===== src/rtl/uart_mmio_if.sv =====
// CPU I/O-bus port of the memory-mapped UART: address, strobes and data.
interface uart_mmio_if;
    logic [31:0] io_addr;
    logic        io_re;
    logic        io_we;
    logic [31:0] io_wdata;
    logic [31:0] io_rdata;

    modport master (output io_addr, io_re, io_we, io_wdata, input io_rdata);
    modport slave  (input io_addr, io_re, io_we, io_wdata, output io_rdata);
endinterface


===== src/rtl/uart_mmio.sv =====
// Polled 8N1 UART at 0x8000_0000: status/data registers, TX and RX bit engines.
module uart_mmio #(
    parameter int CLOCK_FREQ = 50_000_000,
    parameter int BAUD_RATE  = 115_200
) (
    input  logic       clk,
    input  logic       rst,
    uart_mmio_if.slave bus,
    input  logic       serial_in,
    output logic       serial_out
);
    localparam int SYMBOL_EDGE_TIME = CLOCK_FREQ / BAUD_RATE;
    localparam int CW = $clog2(SYMBOL_EDGE_TIME);
    localparam logic [CW-1:0] BIT_END  = CW'(SYMBOL_EDGE_TIME - 1);
    localparam logic [CW-1:0] HALF_END = CW'(SYMBOL_EDGE_TIME / 2 - 1);

    localparam logic [31:0] A_TXS = 32'h8000_0000;
    localparam logic [31:0] A_RXS = 32'h8000_0004;
    localparam logic [31:0] A_TXD = 32'h8000_0008;
    localparam logic [31:0] A_RXD = 32'h8000_000C;

    typedef enum logic [1:0] {IDLE, START, DATA, STOP} uart_st_e;

    logic rd_rxs, rd_rxd, wr_txd;
    logic [23:0] unused_wdata;
    assign rd_rxs = bus.io_re && (bus.io_addr == A_RXS);
    assign rd_rxd = bus.io_re && (bus.io_addr == A_RXD);
    assign wr_txd = bus.io_we && (bus.io_addr == A_TXD);
    assign unused_wdata = bus.io_wdata[31:8];

    // ---------------- transmitter ----------------
    uart_st_e      tx_state_q, tx_state_d;
    logic [CW-1:0] tx_cnt_q, tx_cnt_d;
    logic [2:0]    tx_idx_q, tx_idx_d;
    logic [7:0]    tx_byte_q, tx_byte_d;
    logic          tx_out_q, tx_out_d;
    logic          tx_ready;

    assign tx_ready   = (tx_state_q == IDLE);
    assign serial_out = tx_out_q;

    always_ff @(posedge clk or negedge rst) begin
        if (!rst) begin
            tx_state_q <= IDLE;
            tx_cnt_q   <= '0;
            tx_idx_q   <= '0;
            tx_byte_q  <= '0;
            tx_out_q   <= 1'b1;
        end else begin
            tx_state_q <= tx_state_d;
            tx_cnt_q   <= tx_cnt_d;
            tx_idx_q   <= tx_idx_d;
            tx_byte_q  <= tx_byte_d;
            tx_out_q   <= tx_out_d;
        end
    end

    always_comb begin
        tx_state_d = tx_state_q;
        tx_cnt_d   = tx_cnt_q + 1'b1;
        tx_idx_d   = tx_idx_q;
        tx_byte_d  = tx_byte_q;
        unique case (tx_state_q)
            IDLE: begin
                tx_cnt_d = '0;
                // writes while busy never reach this branch, so they are dropped
                if (wr_txd) begin
                    tx_state_d = START;
                    tx_byte_d  = bus.io_wdata[7:0];
                end
            end
            START: if (tx_cnt_q == BIT_END) begin
                tx_state_d = DATA;
                tx_cnt_d   = '0;
                tx_idx_d   = '0;
            end
            DATA: if (tx_cnt_q == BIT_END) begin
                tx_cnt_d = '0;
                tx_idx_d = tx_idx_q + 1'b1;
                if (tx_idx_q == 3'd7) tx_state_d = STOP;
            end
            STOP: if (tx_cnt_q == BIT_END) begin
                tx_state_d = IDLE;
                tx_cnt_d   = '0;
            end
            default: tx_state_d = IDLE;
        endcase
        // line level is registered from the next state so serial_out is glitch-free
        tx_out_d = 1'b1;
        if (tx_state_d == START) tx_out_d = 1'b0;
        if (tx_state_d == DATA)  tx_out_d = tx_byte_d[tx_idx_d];
    end

    // ---------------- receiver ----------------
    logic          rx_s1_q, rx_s2_q, rx_s3_q;
    uart_st_e      rx_state_q, rx_state_d;
    logic [CW-1:0] rx_cnt_q, rx_cnt_d;
    logic [2:0]    rx_idx_q, rx_idx_d;
    logic [7:0]    rx_shift_q, rx_shift_d;
    logic          byte_done, frame_bad;

    always_ff @(posedge clk or negedge rst) begin
        if (!rst) begin
            rx_s1_q    <= 1'b1;
            rx_s2_q    <= 1'b1;
            rx_s3_q    <= 1'b1;
            rx_state_q <= IDLE;
            rx_cnt_q   <= '0;
            rx_idx_q   <= '0;
            rx_shift_q <= '0;
        end else begin
            rx_s1_q    <= serial_in;
            rx_s2_q    <= rx_s1_q;
            rx_s3_q    <= rx_s2_q;
            rx_state_q <= rx_state_d;
            rx_cnt_q   <= rx_cnt_d;
            rx_idx_q   <= rx_idx_d;
            rx_shift_q <= rx_shift_d;
        end
    end

    always_comb begin
        rx_state_d = rx_state_q;
        rx_cnt_d   = rx_cnt_q + 1'b1;
        rx_idx_d   = rx_idx_q;
        rx_shift_d = rx_shift_q;
        byte_done  = 1'b0;
        frame_bad  = 1'b0;
        unique case (rx_state_q)
            IDLE: begin
                rx_cnt_d = '0;
                if (rx_s3_q && !rx_s2_q) rx_state_d = START;
            end
            // half a bit in: a line back high means the start was a glitch
            START: if (rx_cnt_q == HALF_END) begin
                rx_cnt_d   = '0;
                rx_idx_d   = '0;
                rx_state_d = rx_s2_q ? IDLE : DATA;
            end
            DATA: if (rx_cnt_q == BIT_END) begin
                rx_cnt_d   = '0;
                rx_shift_d = {rx_s2_q, rx_shift_q[7:1]};
                rx_idx_d   = rx_idx_q + 1'b1;
                if (rx_idx_q == 3'd7) rx_state_d = STOP;
            end
            STOP: if (rx_cnt_q == BIT_END) begin
                rx_cnt_d   = '0;
                rx_state_d = IDLE;
                byte_done  = rx_s2_q;
                frame_bad  = !rx_s2_q;
            end
            default: rx_state_d = IDLE;
        endcase
    end

    // ---------------- register file ----------------
    logic        rx_valid_q, rx_valid_d;
    logic        ferr_q, ferr_d;
    logic        ovr_q, ovr_d;
    logic [7:0]  rx_byte_q, rx_byte_d;
    logic [31:0] rdata_q, rdata_d;

    assign bus.io_rdata = rdata_q;

    always_ff @(posedge clk or negedge rst) begin
        if (!rst) begin
            rx_valid_q <= 1'b0;
            ferr_q     <= 1'b0;
            ovr_q      <= 1'b0;
            rx_byte_q  <= '0;
            rdata_q    <= '0;
        end else begin
            rx_valid_q <= rx_valid_d;
            ferr_q     <= ferr_d;
            ovr_q      <= ovr_d;
            rx_byte_q  <= rx_byte_d;
            rdata_q    <= rdata_d;
        end
    end

    always_comb begin
        rx_valid_d = rx_valid_q;
        ferr_d     = ferr_q;
        ovr_d      = ovr_q;
        rx_byte_d  = rx_byte_q;
        if (rd_rxd) rx_valid_d = 1'b0;
        if (rd_rxs) begin
            ferr_d = 1'b0;
            ovr_d  = 1'b0;
        end
        // new events outrank the clearing reads in the same cycle
        if (byte_done) begin
            rx_valid_d = 1'b1;
            rx_byte_d  = rx_shift_q;
            if (rx_valid_q && !rd_rxd) ovr_d = 1'b1;
        end
        if (frame_bad) ferr_d = 1'b1;

        rdata_d = rdata_q;
        if (bus.io_re) begin
            case (bus.io_addr)
                A_TXS:   rdata_d = {31'b0, tx_ready};
                A_RXS:   rdata_d = {29'b0, ovr_q, ferr_q, rx_valid_q};
                A_RXD:   rdata_d = {24'b0, rx_byte_q};
                default: rdata_d = '0;
            endcase
        end
    end
endmodule


===== src/flat_wrapper.sv =====
// flat-port wrapper written by rule: the top's interface ports become plain ports
module uart_mmio_flat 
#(
    parameter int CLOCK_FREQ = 50_000_000,
    parameter int BAUD_RATE  = 115_200
)
  (clk, rst, serial_in, serial_out, bus_io_addr, bus_io_re, bus_io_we, bus_io_wdata, bus_io_rdata);
  uart_mmio_if bus_i ();
  input  logic clk;
  input  logic rst;
  input  logic serial_in;
  output logic serial_out;
  input wire logic [$bits(bus_i.io_addr)-1:0] bus_io_addr;
  input wire logic [$bits(bus_i.io_re)-1:0] bus_io_re;
  input wire logic [$bits(bus_i.io_we)-1:0] bus_io_we;
  input wire logic [$bits(bus_i.io_wdata)-1:0] bus_io_wdata;
  output wire logic [$bits(bus_i.io_rdata)-1:0] bus_io_rdata;
  assign bus_i.io_addr = bus_io_addr;
  assign bus_i.io_re = bus_io_re;
  assign bus_i.io_we = bus_io_we;
  assign bus_i.io_wdata = bus_io_wdata;
  assign bus_io_rdata = bus_i.io_rdata;
  uart_mmio #(.CLOCK_FREQ(CLOCK_FREQ), .BAUD_RATE(BAUD_RATE)) u_core (.clk(clk), .rst(rst), .bus(bus_i), .serial_in(serial_in), .serial_out(serial_out));
endmodule

===== config.mk =====
export PLATFORM = sky130hd
export DESIGN_NAME = uart_mmio_flat
export DESIGN_NICKNAME = d
export VERILOG_FILES = /design/src/rtl/uart_mmio_if.sv /design/src/rtl/uart_mmio.sv /design/src/flat_wrapper.sv
export SDC_FILE = /design/constraint.sdc
export NUM_CORES = 1
export LEC_CHECK = 0
export ABC_AREA = 1
export CORE_MARGIN = 10
export CORE_UTILIZATION = 45
export CTS_BUF_LIST = sky130_fd_sc_hd__clkbuf_4
export CTS_CLUSTER_DIAMETER = 50
export DETAILED_ROUTE_END_ITERATION = 6
export PLACE_DENSITY = 0.88
export SLEW_MARGIN = 20
export SYNTH_ARGS = -nofsm -noshare
export SYNTH_HDL_FRONTEND = slang
export SYNTH_SLANG_ARGS = --single-unit

===== constraint.sdc =====
create_clock -name clk -period 6.36 [get_ports clk]
set_clock_uncertainty 0.1 [all_clocks]
set_input_delay 1.59 -clock clk [delete_from_list [all_inputs] [get_ports clk]]
set_output_delay 1.59 -clock clk [all_outputs]
set_load 0.01 [all_outputs]

==> summary.md <==
| Metric | Value |
|---|---|
| Status | `complete, no violations` |
| TritonRoute pass-1 iters | `7` |
| CP Class | `register to output pin` |
| CTS root buf | `clkbuf_4` |
| Total power density per cell area | `218 nW/µm²` |
| Clk_lat worst skew | `0.41 ns` |
| Layer with the highest usage | `met2` |
| Worst r2r src | `u_core.tx_cnt_q[1]` |
| Total Wirelength | `approximately 7.8 mm` |
| Max Freq | `~320 MHz` |
| PostCTS Resize Cnt | `0` |
| Setup crit end kind | `output pin` |
| Critical-path cell list | `clkdlybuf4s50_1` |
| Int Pwr | `0.673 mW` |
| Seq pwr share | `48.3%` |
| Die Y | `between 100 and 150 µm` |
| #FFs+latches synth | `67` |
| Largest cells by area after synthesis | `dfrtp_1, nand2_1, ha_1` |
| Crit path required time | `approximately 4.7 ns` |
| Layout cells sized above 1 | `roughly a tenth` |
| Buf/Inv on CP | `1` |
| Unrepaired setup endpoints after global routing | `false` |
| Vias | `2917` |
| Largest net degree at the start of global routing | `68` |
| # IOs | `102` |
| Met2 usage in global routing | `23.3%` |
| Hold_buf cts | `0` |
| Avg Cell Area, Syn | `8.52 µm²` |
| CP max stage delay | `0.53 ns` |
| Slowest CP cell | `dfstp_2` |
| Post-DP HPWL | `around 6.0 mm` |
| Routing usage on met1 | `14.7%` |
| Peak VDD IR | `157 µV` |
| GPL Wtd Cong | `0.857` |
| Initial antenna violation count | `0` |
| Critical Path Start | `u_core.serial_out` |
| Total die area | `12100 µm²` |
| Global-route wire length before repair | `around 13 mm` |
| Worst hold start | `u_core.rx_s1_q` |
| HP Class | `register to register` |
| Vias in the first global route | `about 2.9k` |
| Crit path DAT | `roughly 1.5 ns` |
| Worst slew pin tran | `0.824 ns` |
| Max_cap viols | `0` |
| Final Setup Violations | `0` |
| CTS Buf Count | `9` |
| Commonest cells after routing, fill and taps aside | `nand2_1, dfrtp_1, clkdlybuf4s50_1, inv_1, nand3_1` |
| Min Tclk post-route | `3.15 ns` |
| Mapped cell area | `3640 µm²` |
| Ant diodes | `0` |
| Sequential area share after synthesis | `46.2%` |
| Post-synth EDFFs | `0` |
| CTS H-tree depth | `3` |
| Most common flop cell mapped by yosys | `dfrtp_1` |
| PortBufs | `53` |
| Switching share of power | `29.0%` |
| CP startpoint kind | `register` |
| Tot GR Track Use | `13.2%` |
| Cell row count | `32` |
| Switching power | `around 0.28 mW` |
| Post-CTS setup repair buffer count | `0` |
| Longest Clk Path Bufs | `2` |
| Filler cells | `693` |
| Layout area overhead | `19.5%` |
| Final Hold Viols | `0` |
| Finished Core Util | `55.7%` |
| Post-synth top area share | `43.4%` |
| GRT overflow | `0` |
| Fin Setup TNS | `0 ns` |
| Avg WL per Cell | `~13 µm` |
| Distinct cell type count after synthesis | `38` |
| CP top delay family | `flip-flops` |
| Met3 Use GR | `3.92%` |
| Clock share of power | `34.1%` |
| Placed insts | `577` |
| Worst-path fanout max | `1` |
| TritonCTS clock tree | `built` |
| Leakage | `2.12 nW` |
| Leading cell type in the layout, fill and taps excluded | `nand2_1` |
| Largest area contributor in the netlist | `dfrtp_1` |
| Final Non-Filler Cells | `approximately 590` |
| Routed Antenna Nets | `0` |
| Vias/cell | `4.92` |
| Async SR Flop Fraction | `100%` |
| Synth Warn # | `0` |
| Final Cycle Share | `49.6%` |
| Total Power | `0.948 mW` |
| Mapped Cells | `between 400 and 500` |
| Sink Count | `67` |
| Final Max Tran Viols | `0` |
| # nets final | `~570` |
| Initial Util | `46.6%` |
| Die W | `110 µm` |
| CTS clk-pin slew, worst paths | `0.11 ns` |
| Logic pwr share | `~18%` |
| DRC viols | `0` |
| DR iter-0 viols | `155` |
| Rel. slew slack | `45.1%` |
| Core area | `slightly below 8000 µm²` |
cell usage after synthesis, types with 7 or more instances:
cell	instances
nor2_1	41
dfrtp_1	63
nand2_2	7
buf_4	25
nor3_1	8
nand3_1	43
o21ai_0	10
o21ai_1	18
ha_1	19
inv_1	46
a21oi_1	8
nand2_1	91
final timing paths:
kind | depth (start not counted) | to | slack, ns
max | 1 | serial_out | 3.21
min | 0 | u_core.rx_s2_q | 0.26
max reg2reg | 14 | u_core.serial_out | 3.85
min reg2reg | 0 | u_core.rx_s2_q | 0.26
max in group asynchronous | 2 | u_core.tx_idx_q[0] | 4.38
min in group asynchronous | 2 | u_core.rx_shift_q[6] | 1.26
logic make-up (layout without fill, tap and decap cells):
logic type / after synthesis / count (layout) / synth area share (%)
buffers and inverters: 76 / 117 / 10.5
other: 1 / 24 / 0.103
flip-flops: 67 / 67 / 46.2
multiplexers: 1 / 1 / 0.310
AO/OA/AOI/OAI: 44 / 44 / 7.02
adder cells (fa/ha/maj): 19 / 19 / 6.54
AND/OR/NAND/NOR: 212 / 212 / 27.6
XOR/XNOR: 7 / 7 / 1.69
stage by stage:
step                setup slack, ns  cell area (µm²)  hold WS [ns]
global placement               2.88             4180         0.246
detailed placement             2.83             4180         0.247
CTS                            3.18             4350         0.264
finish                         3.21             4350         0.264
global route                   3.09             4350         0.275
floorplan                      3.53             3720         0.245
routing by layer:
metal / wire [µm] / vias up
met4: 102 / 0
met1: 3030 / 1370
met5: 0 / -
met2: 4000 / 100
met3: 626 / 8
li1: - / 1439
flip-flops by register name, indices dropped and copies added (netlist names), named ones only:
signal / flops
u_core.rx_s3_q: 1
u_core.tx_idx_q: 3
u_core.ferr_q: 1
u_core.rx_shift_q: 8
u_core.rx_valid_q: 1
u_core.serial_out: 1
u_core.tx_state_q: 2
u_core.tx_cnt_q: 9
u_core.rx_s1_q: 1
u_core.rx_cnt_q: 9
u_core.rx_state_q: 1
u_core.bus.io_rdata: 8
u_core.tx_byte_q: 8
u_core.rx_s2_q: 1
u_core.rx_idx_q: 3
u_core.ovr_q: 1
u_core.rx_byte_q: 8
power by group through the flow:
| stage | Combinational [mW] | Sequential, mW | Clock, mW |
|---|---|---|---|
| after floorplan | 0.123 | 0.463 | 0 |
| after global placement | 0.158 | 0.464 | 0 |
| after detailed placement | 0.165 | 0.466 | 0 |
| after CTS | 0.168 | 0.457 | 0.329 |
| after global routing | 0.194 | 0.461 | 0.350 |
| final | 0.167 | 0.458 | 0.323 |
final cells by class:
| class | count | area [µm²] | area share (%) |
|---|---|---|---|
| sequential | 67 | 1680 | 38.7 |
| clock inverter | 7 | 100 | 2.30 |
| inverter | 47 | 176 | 4.06 |
| clock buffer | 9 | 67.6 | 1.55 |
| tap | 102 | 128 | 2.94 |
| multi-input combinational | 307 | 1660 | 38.2 |
| timing repair buffer | 54 | 533 | 12.3 |
Note: power is estimated with default switching activity, not from simulation.
